## config.mk

```make
export PLATFORM = sky130hd
export DESIGN_NAME = spi_xfer_ctrl
export DESIGN_NICKNAME = d
export VERILOG_FILES = /design/src/rtl/spi_xfer_ctrl.sv
export SDC_FILE = /design/constraint.sdc
export NUM_CORES = 1
export LEC_CHECK = 0
export ABC_AREA = 1
export BUFFER_PORTS_ARGS = -buffer_cell sky130_fd_sc_hd__buf_2
export CAP_MARGIN = 20
export CELL_PAD_IN_SITES_DETAIL_PLACEMENT = 1
export CELL_PAD_IN_SITES_GLOBAL_PLACEMENT = 1
export CORE_MARGIN = 4
export CORE_UTILIZATION = 25
export DETAILED_ROUTE_END_ITERATION = 10
export GPL_TIMING_DRIVEN = 0
export HOLD_SLACK_MARGIN = 0.05
export MAX_ROUTING_LAYER = met4
export PLACE_DENSITY = 0.42
export REMOVE_ABC_BUFFERS = 1
export SYNTH_ARGS = -nofsm -noshare
export SYNTH_HDL_FRONTEND = slang
export SYNTH_SLANG_ARGS = --single-unit
```

## constraint.sdc

```tcl
create_clock -name clk -period 3.7 [get_ports clk]
set_input_delay 0.555 -clock clk [delete_from_list [all_inputs] [get_ports clk]]
set_output_delay 0.555 -clock clk [all_outputs]
set_load 0.01 [all_outputs]
```

## src/rtl/spi_xfer_ctrl.sv

```systemverilog
// spi_xfer_ctrl: TX/RX FIFO-buffered word sequencer in front of an external SPI master.
// Build option SPI_XFER_CTRL_IRQ_EN adds a sticky end-of-burst irq with irq_clr.
//
// state        | meaning
// ST_IDLE      | cs_n high, waiting for enable with TX data and RX room
// ST_CS_SETUP  | cs_n low, SETUP_CYC cycles before the first word
// ST_LAUNCH    | TX head held in spi_data_in, spi_start high
// ST_WAIT_BUSY | spi_start held until the master reports busy
// ST_WAIT_DONE | master shifting, wait for busy low with new_data
// ST_CAPTURE   | push spi_data_out into RX, chain the next word or finish
// ST_CS_HOLD   | HOLD_CYC cycles before cs_n is released
module spi_xfer_ctrl #(
  parameter int DATA_WIDTH = 32,
  parameter int FIFO_DEPTH = 8,
  parameter int SETUP_CYC  = 4,
  parameter int HOLD_CYC   = 4
) (
  input  logic                  clk,
  input  logic                  rst_n,
  input  logic                  enable,
  input  logic                  tx_wr,
  input  logic [DATA_WIDTH-1:0] tx_data,
  output logic                  tx_full,
  output logic                  tx_empty,
  input  logic                  rx_rd,
  output logic [DATA_WIDTH-1:0] rx_data,
  output logic                  rx_full,
  output logic                  rx_empty,
  output logic                  cs_n,
  output logic                  xfer_active,
  output logic                  spi_start,
  output logic [DATA_WIDTH-1:0] spi_data_in,
  input  logic [DATA_WIDTH-1:0] spi_data_out,
  input  logic                  spi_busy,
  input  logic                  spi_new_data
`ifdef SPI_XFER_CTRL_IRQ_EN
  ,
  output logic                  irq,
  input  logic                  irq_clr
`endif
);
  localparam int AW = (FIFO_DEPTH > 1) ? $clog2(FIFO_DEPTH) : 1;
  localparam int CW = AW + 1;
  localparam int AFULL_I = FIFO_DEPTH - 1;
  localparam logic [AW:0]   FULL_CNT  = FIFO_DEPTH[AW:0];
  localparam logic [AW:0]   AFULL_CNT = AFULL_I[AW:0];
  localparam logic [AW:0]   CNT_ONE   = CW'(1);
  localparam logic [AW-1:0] PTR_ONE   = AW'(1);
  localparam logic [7:0]    SETUP_LD  = 8'(SETUP_CYC - 1);
  localparam logic [7:0]    HOLD_LD   = 8'(HOLD_CYC - 1);

  typedef enum logic [2:0] {
    ST_IDLE, ST_CS_SETUP, ST_LAUNCH, ST_WAIT_BUSY, ST_WAIT_DONE, ST_CAPTURE, ST_CS_HOLD
  } state_t;

  state_t st, st_nxt;
  logic [7:0] tmr;
  logic rst_meta, rst_sync_n;
  logic tx_pop, tx_pop_ok, tx_push, rx_push, rx_push_ok, rx_pop_ok, rx_afull, can_launch;

  // Assert asynchronously, release two clocks later.
  always_ff @(posedge clk or negedge rst_n) begin
    if (!rst_n) begin
      rst_meta   <= 1'b0;
      rst_sync_n <= 1'b0;
    end else begin
      rst_meta   <= 1'b1;
      rst_sync_n <= rst_meta;
    end
  end

  logic [DATA_WIDTH-1:0] tx_mem [FIFO_DEPTH];
  logic [AW-1:0] tx_wp, tx_rp;
  logic [AW:0]   tx_cnt, tx_cnt_nxt;

  assign tx_push   = tx_wr & ~tx_full;
  assign tx_pop_ok = tx_pop & ~tx_empty;
  always_comb tx_cnt_nxt = tx_cnt + (tx_push ? CNT_ONE : '0) - (tx_pop_ok ? CNT_ONE : '0);

  always_ff @(posedge clk or negedge rst_sync_n) begin
    if (!rst_sync_n) begin
      tx_wp    <= '0;
      tx_rp    <= '0;
      tx_cnt   <= '0;
      tx_full  <= 1'b0;
      tx_empty <= 1'b1;
    end else begin
      if (tx_push)   tx_wp <= tx_wp + PTR_ONE;
      if (tx_pop_ok) tx_rp <= tx_rp + PTR_ONE;
      tx_cnt   <= tx_cnt_nxt;
      tx_full  <= (tx_cnt_nxt == FULL_CNT);
      tx_empty <= (tx_cnt_nxt == '0);
    end
  end

  always_ff @(posedge clk) if (tx_push) tx_mem[tx_wp] <= tx_data;

  logic [DATA_WIDTH-1:0] rx_mem [FIFO_DEPTH];
  logic [AW-1:0] rx_wp, rx_rp;
  logic [AW:0]   rx_cnt, rx_cnt_nxt;

  assign rx_push_ok = rx_push & ~rx_full;
  assign rx_pop_ok  = rx_rd & ~rx_empty;
  always_comb rx_cnt_nxt = rx_cnt + (rx_push_ok ? CNT_ONE : '0) - (rx_pop_ok ? CNT_ONE : '0);

  always_ff @(posedge clk or negedge rst_sync_n) begin
    if (!rst_sync_n) begin
      rx_wp    <= '0;
      rx_rp    <= '0;
      rx_cnt   <= '0;
      rx_full  <= 1'b0;
      rx_afull <= 1'b0;
      rx_empty <= 1'b1;
    end else begin
      if (rx_push_ok) rx_wp <= rx_wp + PTR_ONE;
      if (rx_pop_ok)  rx_rp <= rx_rp + PTR_ONE;
      rx_cnt   <= rx_cnt_nxt;
      rx_full  <= (rx_cnt_nxt == FULL_CNT);
      rx_afull <= (rx_cnt_nxt >= AFULL_CNT);
      rx_empty <= (rx_cnt_nxt == '0);
    end
  end

  always_ff @(posedge clk) if (rx_push_ok) rx_mem[rx_wp] <= spi_data_out;
  assign rx_data = rx_mem[rx_rp];

  assign can_launch = enable & ~tx_empty & ~rx_full;

  always_comb begin
    st_nxt  = st;
    tx_pop  = 1'b0;
    rx_push = 1'b0;
    case (st)
      ST_IDLE:      if (can_launch) st_nxt = ST_CS_SETUP;
      ST_CS_SETUP:  if (tmr == 8'd0) begin
                      st_nxt = ST_LAUNCH;
                      tx_pop = 1'b1;
                    end
      ST_LAUNCH:    st_nxt = ST_WAIT_BUSY;
      ST_WAIT_BUSY: if (spi_busy) st_nxt = ST_WAIT_DONE;
      ST_WAIT_DONE: if (!spi_busy && spi_new_data) st_nxt = ST_CAPTURE;
      ST_CAPTURE: begin
        rx_push = 1'b1;
        // The word being pushed may take the last RX slot; only chain if one more still fits.
        if (can_launch && !rx_afull) begin
          st_nxt = ST_LAUNCH;
          tx_pop = 1'b1;
        end else begin
          st_nxt = ST_CS_HOLD;
        end
      end
      ST_CS_HOLD:   if (tmr == 8'd0) st_nxt = ST_IDLE;
      default:      st_nxt = ST_IDLE;
    endcase
  end

  always_ff @(posedge clk or negedge rst_sync_n) begin
    if (!rst_sync_n) begin
      st          <= ST_IDLE;
      tmr         <= '0;
      spi_data_in <= '0;
    end else begin
      st <= st_nxt;
      if (st == ST_IDLE && st_nxt == ST_CS_SETUP)      tmr <= SETUP_LD;
      else if (st == ST_CAPTURE && st_nxt == ST_CS_HOLD) tmr <= HOLD_LD;
      else if (tmr != 8'd0)                            tmr <= tmr - 8'd1;
      // Loaded on entry to LAUNCH so the word is valid while spi_start is high.
      if (tx_pop_ok) spi_data_in <= tx_mem[tx_rp];
    end
  end

  assign cs_n        = (st == ST_IDLE);
  assign xfer_active = (st != ST_IDLE);
  assign spi_start   = (st == ST_LAUNCH) || (st == ST_WAIT_BUSY);

`ifdef SPI_XFER_CTRL_IRQ_EN
  logic irq_set;
  assign irq_set = (st == ST_CS_HOLD) && (tmr == 8'd0) && tx_empty;

  always_ff @(posedge clk or negedge rst_sync_n) begin
    if (!rst_sync_n) irq <= 1'b0;
    else             irq <= irq_set | (irq & ~irq_clr);
  end
`endif

endmodule

```

Word level (Yosys, flattened, before mapping)
Memories as Yosys holds them, arrays and structs flattened. A register that Yosys moved wholly into a read port is not among the register bits.
Cells that the tools add are included.
{"block": "totals", "out_inout_bits": 71, "mem_bits_ro": 0, "memories": 2, "latchBits": 0, "mem_bits_rw": 512, "register_bits": 38, "inputBits": 71, "elab_cells": 84}
{"name": "rx_mem", "words": 8, "word_bits": 32, "read_ports": 1, "rd_ports_with_merged_regs": 0, "write_ports": 1, "line_no": "98", "source": "logic [DATA_WIDTH-1:0] rx_mem [FIFO_DEPTH];"}
{"name": "tx_mem", "words": 8, "word_bits": 32, "read_ports": 1, "rd_ports_with_merged_regs": 1, "write_ports": 1, "line_no": "72", "source": "logic [DATA_WIDTH-1:0] tx_mem [FIFO_DEPTH];"}
{"block": "classes", "magnitude_cmp": 1, "mul": 0, "shift": 0, "n_eq_ne": 10, "muxes": 22, "n_bitwise": 10, "n_div": 0, "n_addsub": 9, "reduce_logical": 15}
{"operator": "8-bit two-way mux", "n": 3}
{"operator": "3-bit one-hot mux with 7 select lines", "n": 1}
{"operator": "3-bit two-way mux", "n": 6}
{"operator": "3-bit by 1-bit adder with 3-bit output, second input constant", "n": 4}
{"operator": "3-bit equality test, second input constant", "n": 4}
{"operator": "1-bit two-way mux", "n": 11}
{"operator": "4-bit by 1-bit adder with 4-bit output", "n": 2}
{"operator": "4-bit equality test, second input constant", "n": 2}
{"operator": "4-bit logical NOT", "n": 2}
{"operator": "8-bit logical NOT", "n": 1}
{"operator": "8-bit nonzero test", "n": 1}
{"operator": "4-bit by 1-bit subtractor with 4-bit output", "n": 2}
{"operator": "8-bit by 1-bit subtractor with 8-bit output, second input constant", "n": 1}
{"operator": "1-bit AND", "n": 6}
{"operator": "3-bit by 1-bit equality test with 1-bit output, second input constant", "n": 2}
{"operator": "3-bit by 2-bit equality test with 1-bit output, second input constant", "n": 2}
{"operator": "3-bit nonzero test", "n": 2}
{"operator": "4-bit by 3-bit >= comparator with 1-bit output, second input constant", "n": 1}
{"operator": "1-bit logical AND", "n": 4}
{"operator": "1-bit inverter", "n": 4}
{"operator": "1-bit logical NOT", "n": 3}
{"operator": "3-bit logical NOT", "n": 1}
{"operator": "1-bit one-hot mux with 2 select lines", "n": 1}
{"operator": "1-bit logical OR", "n": 1}

Depth between registers and ports, before layout
{"block": "depth", "ltp_word": 10, "depth_mapped": 16, "ltp_nobuf": 16}

Worst setup path after synthesis
Ideal clock, no wire load.
{"block": "synth_path", "path_type": "reg-to-reg", "startpoint": "register st[1]", "endpoint": "memory rx_mem[7][0] (enable)", "path_buffers": 0, "arrival_ns": 3.128, "required_time_ns": 3.239, "setup_slack_ns": 0.111, "stages_incl_launch_ff": 6, "setup_time_ns": 0.461, "period_less_slack_ns": 3.589, "path_cell_list": "dfrtp_1 -> inv_2 -> nand3_2 -> nor2_2 -> nand2_1 -> nor3_1"}
{"block": "synth_between", "elab_chain_len": 5}
{"item": "start: declaration", "line_no": "56", "source": "state_t st, st_nxt;"}
{"item": "start signal: assignment", "line_no": "163", "source": "st <= st_nxt;"}
{"item": "3-bit equality test", "line_no": "133", "source": "case (st)"}
{"item": "1-bit two-way mux", "line_no": "133"}
{"item": "1-bit AND", "line_no": "102", "source": "assign rx_push_ok = rx_push & ~rx_full;"}
{"item": "named net rx_push_ok", "line_no": "59", "source": "logic tx_pop, tx_pop_ok, tx_push, rx_push, rx_push_ok, rx_pop_ok, rx_afull, can_launch;"}
{"item": "1-bit two-way mux", "line_no": "124", "source": "always_ff @(posedge clk) if (rx_push_ok) rx_mem[rx_wp] <= spi_data_out;"}
{"item": "1-bit two-way mux (implied by the code)", "line_no": "124"}
{"item": "end: declaration", "line_no": "98"}
The timed path passes the listed nets, and every way through them passes these cells.

Worst setup path in the final report
{"block": "layout_path", "startpoint": "register rx_rp[0]", "endpoint": "output port rx_data[3]"}
{"block": "layout_between", "elab_chain_len": 1}
{"item": "start: declaration", "line_no": "99", "source": "logic [AW-1:0] rx_wp, rx_rp;"}
{"item": "start signal: assignment", "line_no": "116", "source": "if (rx_pop_ok) rx_rp <= rx_rp + PTR_ONE;"}
{"item": "memory 8 x 32 bit"}
{"item": "end: declaration", "line_no": "26", "source": "output logic [DATA_WIDTH-1:0] rx_data,"}
No other way between the ends.

==> PnR_summary.wiki <==
{| class="wikitable"
! Metric !! Value
|-
| TritonCTS clock tree || done
|-
| First-pass GRT wire length || 108 mm
|-
| Peak supply drop || 0.318 mV
|-
| Synth async-reset ratio || 12.0%
|-
| Largest cells by area after synthesis || sky130_fd_sc_hd__edfxtp_1 (63%), sky130_fd_sc_hd__nand2_1 (9.7%), sky130_fd_sc_hd__dfrtp_1 (7.0%)
|-
| Standard-cell rows || 114
|-
| Share of synthesized area occupied by flip-flops and latches || 70.2%
|-
| Status || complete, no violations
|-
| Mapped Cells || 2273
|-
| Hpwl dp || 40.7 mm
|-
| Type of the tightest min-delay check || in2reg
|-
| Combined global-route utilization of all metal layers || 14.4%
|-
| Post-layout instance area || 29500 um2
|-
| Worst-case hold slack || 0.199 ns
|-
| Required time of the critical path || 3.14 ns
|-
| Slew at the pin with the worst max-slew slack || 1.04 ns
|-
| Maximum buffer depth of the clock tree || 3
|-
| Maximum capacitance violations || 0
|-
| Capturing element type of the critical path || output port
|-
| Vias per inst || 4.27
|-
| Total number of vias || 16100
|-
| Top_reg_cell synth || sky130_fd_sc_hd__edfxtp_1
|-
| Number of filler instances in the final layout || 10800
|-
| First DRT Iteration DRCs || 657
|-
| Most frequent cells in the layout || sky130_fd_sc_hd__nand2_1 (630), sky130_fd_sc_hd__edfxtp_1 (512), sky130_fd_sc_hd__inv_1 (293)
|-
| Aggregate routed wire length || 71.7 mm
|-
| Final setup violating endpoints || 0
|-
| Buffers on Ports || 141
|-
| Number of ports placed on the die boundary || 142
|-
| Clock latency of the later-clocked register in the worst-skew pair || 0.63 ns
|-
| H-tree depth || 3
|-
| Clock Skew || 0.0279 ns
|-
| Fraction of layout cells with a size suffix above 1 || 13.5%
|-
| Count of unique library cells instantiated by Yosys || 38
|-
| Final routed DRC violation total || 0
|-
| Total count of hold-check failures in the final report || 0
|-
| Cts bufs inserted || 73
|-
| Period utilization || 91.8%
|-
| Global route overflow || 0
|-
| Unrepaired setup endpoints after global routing || false
|-
| Routability cong. || 0.678
|-
| Yosys top cell area share || 63.1%
|-
| Cell type with the highest aggregate area in the netlist || sky130_fd_sc_hd__edfxtp_1
|-
| Maximum clock frequency || 294 MHz
|-
| DIE AREA || 103000 um2
|-
| Final std cells w/o fill || 3771
|-
| Clock-pin slew reported for the worst setup and hold paths after clock tree synthesis || 0.06 ns
|-
| Final layout net count || 2512
|-
| Yosys warns || 0
|-
| Static power due to leakage || 12.1 nW
|-
| Clock tree root buffer cell || sky130_fd_sc_hd__clkbuf_16
|-
| Clock sinks || 582
|-
| Vias in the first global route || 17200
|-
| Maximum fanout along the worst path || 73
|-
| CP startpoint kind || flip-flop
|-
| Placeable Area || 96700 um2
|-
| Number of synthesized flops with an enable pin || 512
|-
| Commonest non-fill, non-tap cell in the layout || sky130_fd_sc_hd__nand2_1
|-
| Final Max Slew Viols || 0
|-
| Number of antenna violations at the first check in global routing || 15
|-
| Final worst path period need || 3.40 ns
|-
| Maximum number of pins on one net before global-route repair || 74
|-
| Standard cell area after detailed placement || 27100 um2
|-
| Post-synth design cell area || 24400 um2
|-
| Synthesized area per cell || 10.7 um2
|-
| Tightest slew margin relative to the limit || 30.2%
|-
| Post-detailed-route wirelength per cell || 19.0 um
|-
| Power density relative to cell area || 755 nW/um2
|-
| Yosys reg bits || 582
|-
| Remaining antenna violation count || 0
|-
| Initial core utilization || 25.2%
|-
| Core occupancy in the finished layout || 30.5%
|-
| Critical Path AT || 2.84 ns
|-
| Area growth from synthesis to final layout || 21.1%
|-
| Critical path type || reg2out
|-
| Chip Width || 320 um
|-
| Placed cell count || 3623
|-
| Pre-Repair DR Iteration Count || 4
|-
| Die outline height || 320 um
|}
==> what timing repair did <==
item	4_1_cts	5_1_grt
hold buffers	1	0
setup endpoints to repair	21	11
cloned	1	0
hold endpoints to repair	2	0
resized for setup	2	0
buffers inserted	1	1
==> report_power, final <==
group          internal, mW  leakage (nW)  switching, mW
Sequential             7.98          5.49          0.661
Combinational          2.29          5.51           4.53
Clock                  3.98          1.12           2.84
Total                  14.2          12.1           8.03
==> registers in the layout, summed over array words and instances (netlist names), 3 cells and up <==
name / flops
spi_data_in: 32
tx_cnt: 4
rx_wp: 3
tx_mem: 256
rx_rp: 3
tx_wp: 3
st: 3
tmr: 8
tx_rp: 3
rx_cnt: 4
rx_mem: 256
==> cell type report <==
cell class	instances	area (um2)	share of cell area (%)
Antenna cell	12	30.0	0.102
Clock buffer	95	1970	6.68
Clock inverter	37	292	0.987
Inverter	304	1160	3.92
Multi-Input combinational cell	1280	5720	19.4
Sequential cell	582	17200	58.1
Tap cell	1276	1600	5.41
Timing Repair Buffer	185	1610	5.45
==> cell usage after synthesis (2+ instances only) <==
| library cell | count |
|---|---|
| sky130_fd_sc_hd__ha_1 | 13 |
| sky130_fd_sc_hd__nor2_1 | 218 |
| sky130_fd_sc_hd__nand3_1 | 174 |
| sky130_fd_sc_hd__clkbuf_1 | 45 |
| sky130_fd_sc_hd__inv_1 | 294 |
| sky130_fd_sc_hd__nand2_4 | 2 |
| sky130_fd_sc_hd__o21ai_1 | 32 |
| sky130_fd_sc_hd__o211ai_1 | 2 |
| sky130_fd_sc_hd__nor3_1 | 6 |
| sky130_fd_sc_hd__nor2_2 | 2 |
| sky130_fd_sc_hd__xor2_1 | 10 |
| sky130_fd_sc_hd__fa_1 | 2 |
| sky130_fd_sc_hd__nor3_2 | 3 |
| sky130_fd_sc_hd__edfxtp_1 | 512 |
| sky130_fd_sc_hd__nand4_1 | 2 |
| sky130_fd_sc_hd__buf_2 | 47 |
| sky130_fd_sc_hd__buf_4 | 6 |
| sky130_fd_sc_hd__o2111ai_1 | 2 |
| sky130_fd_sc_hd__nand2_1 | 630 |
| sky130_fd_sc_hd__dfrtp_1 | 68 |
| sky130_fd_sc_hd__dfstp_2 | 2 |
| sky130_fd_sc_hd__buf_1 | 6 |
| sky130_fd_sc_hd__inv_2 | 9 |
| sky130_fd_sc_hd__a21oi_1 | 4 |
| sky130_fd_sc_hd__buf_6 | 3 |
| sky130_fd_sc_hd__o21ai_0 | 165 |
| sky130_fd_sc_hd__xnor2_1 | 2 |
| sky130_fd_sc_hd__nand3_2 | 2 |
==> critical path, cell delays in order, from the launching register on <==
cell and delay [ns]:
sky130_fd_sc_hd__dfrtp_4 0.63, sky130_fd_sc_hd__buf_16 0.28, sky130_fd_sc_hd__inv_8 0.31, sky130_fd_sc_hd__bufbuf_16 0.43
sky130_fd_sc_hd__nor2_1 0.07, sky130_fd_sc_hd__o21ai_0 0.17, sky130_fd_sc_hd__nand2_1 0.08, sky130_fd_sc_hd__nand2_1 0.07
sky130_fd_sc_hd__buf_2 0.13
==> layer usage <==
metal / GRT usage [%] / wire length (um) / up-vias
met5: - / 0 / -
met4: 4.15 / 1610 / 0
met3: 3.02 / 3070 / 103
met2: 24.9 / 36000 / 222
met1: 17.0 / 31000 / 8022
li1: - / - / 7755
==> cells by family (layout without fill, tap and decap cells) <==
kind of cell,count (synthesis),count (layout),synth area share [%]
multiplexers,1,1,0.0462
buffers and inverters,411,621,6.75
XOR/XNOR,12,12,0.431
AO/OA/AOI/OAI,205,205,4.26
flip-flops,582,582,70.2
AND/OR/NAND/NOR,1046,1046,17.4
other,1,13,0.0154
adder cells (fa/ha/maj),15,15,0.831
==> path summary, 6_finish.rpt <==
path / from / to / slack, ns / depth (start not counted)
min in group asynchronous: rst_sync_n / tx_cnt[3] / 0.22 / 0
setup / recovery: rx_rp[0] / rx_data[3] / 0.30 / 8
setup reg to reg: tx_empty / tx_empty / 0.66 / 13
hold / removal: tx_data[1] / tx_mem[6][1] / 0.20 / 1
max in group asynchronous: rst_sync_n / tx_rp[1] / 2.80 / 1
hold reg to reg: rst_sync_n / tx_cnt[3] / 0.22 / 0
==> through the flow <==
stage               setup TNS [ns]  setup WS, ns  total power, mW
finish                           0         0.302             22.3
global route                     0        0.0263             24.0
CTS                              0        0.0696             22.8
detailed placement               0         0.387             15.7
global placement          -1239.34         -6.17             15.5
floorplan                   -45.03        -0.708             12.6
No activity file was read; power rests on OpenSTA's default activity.
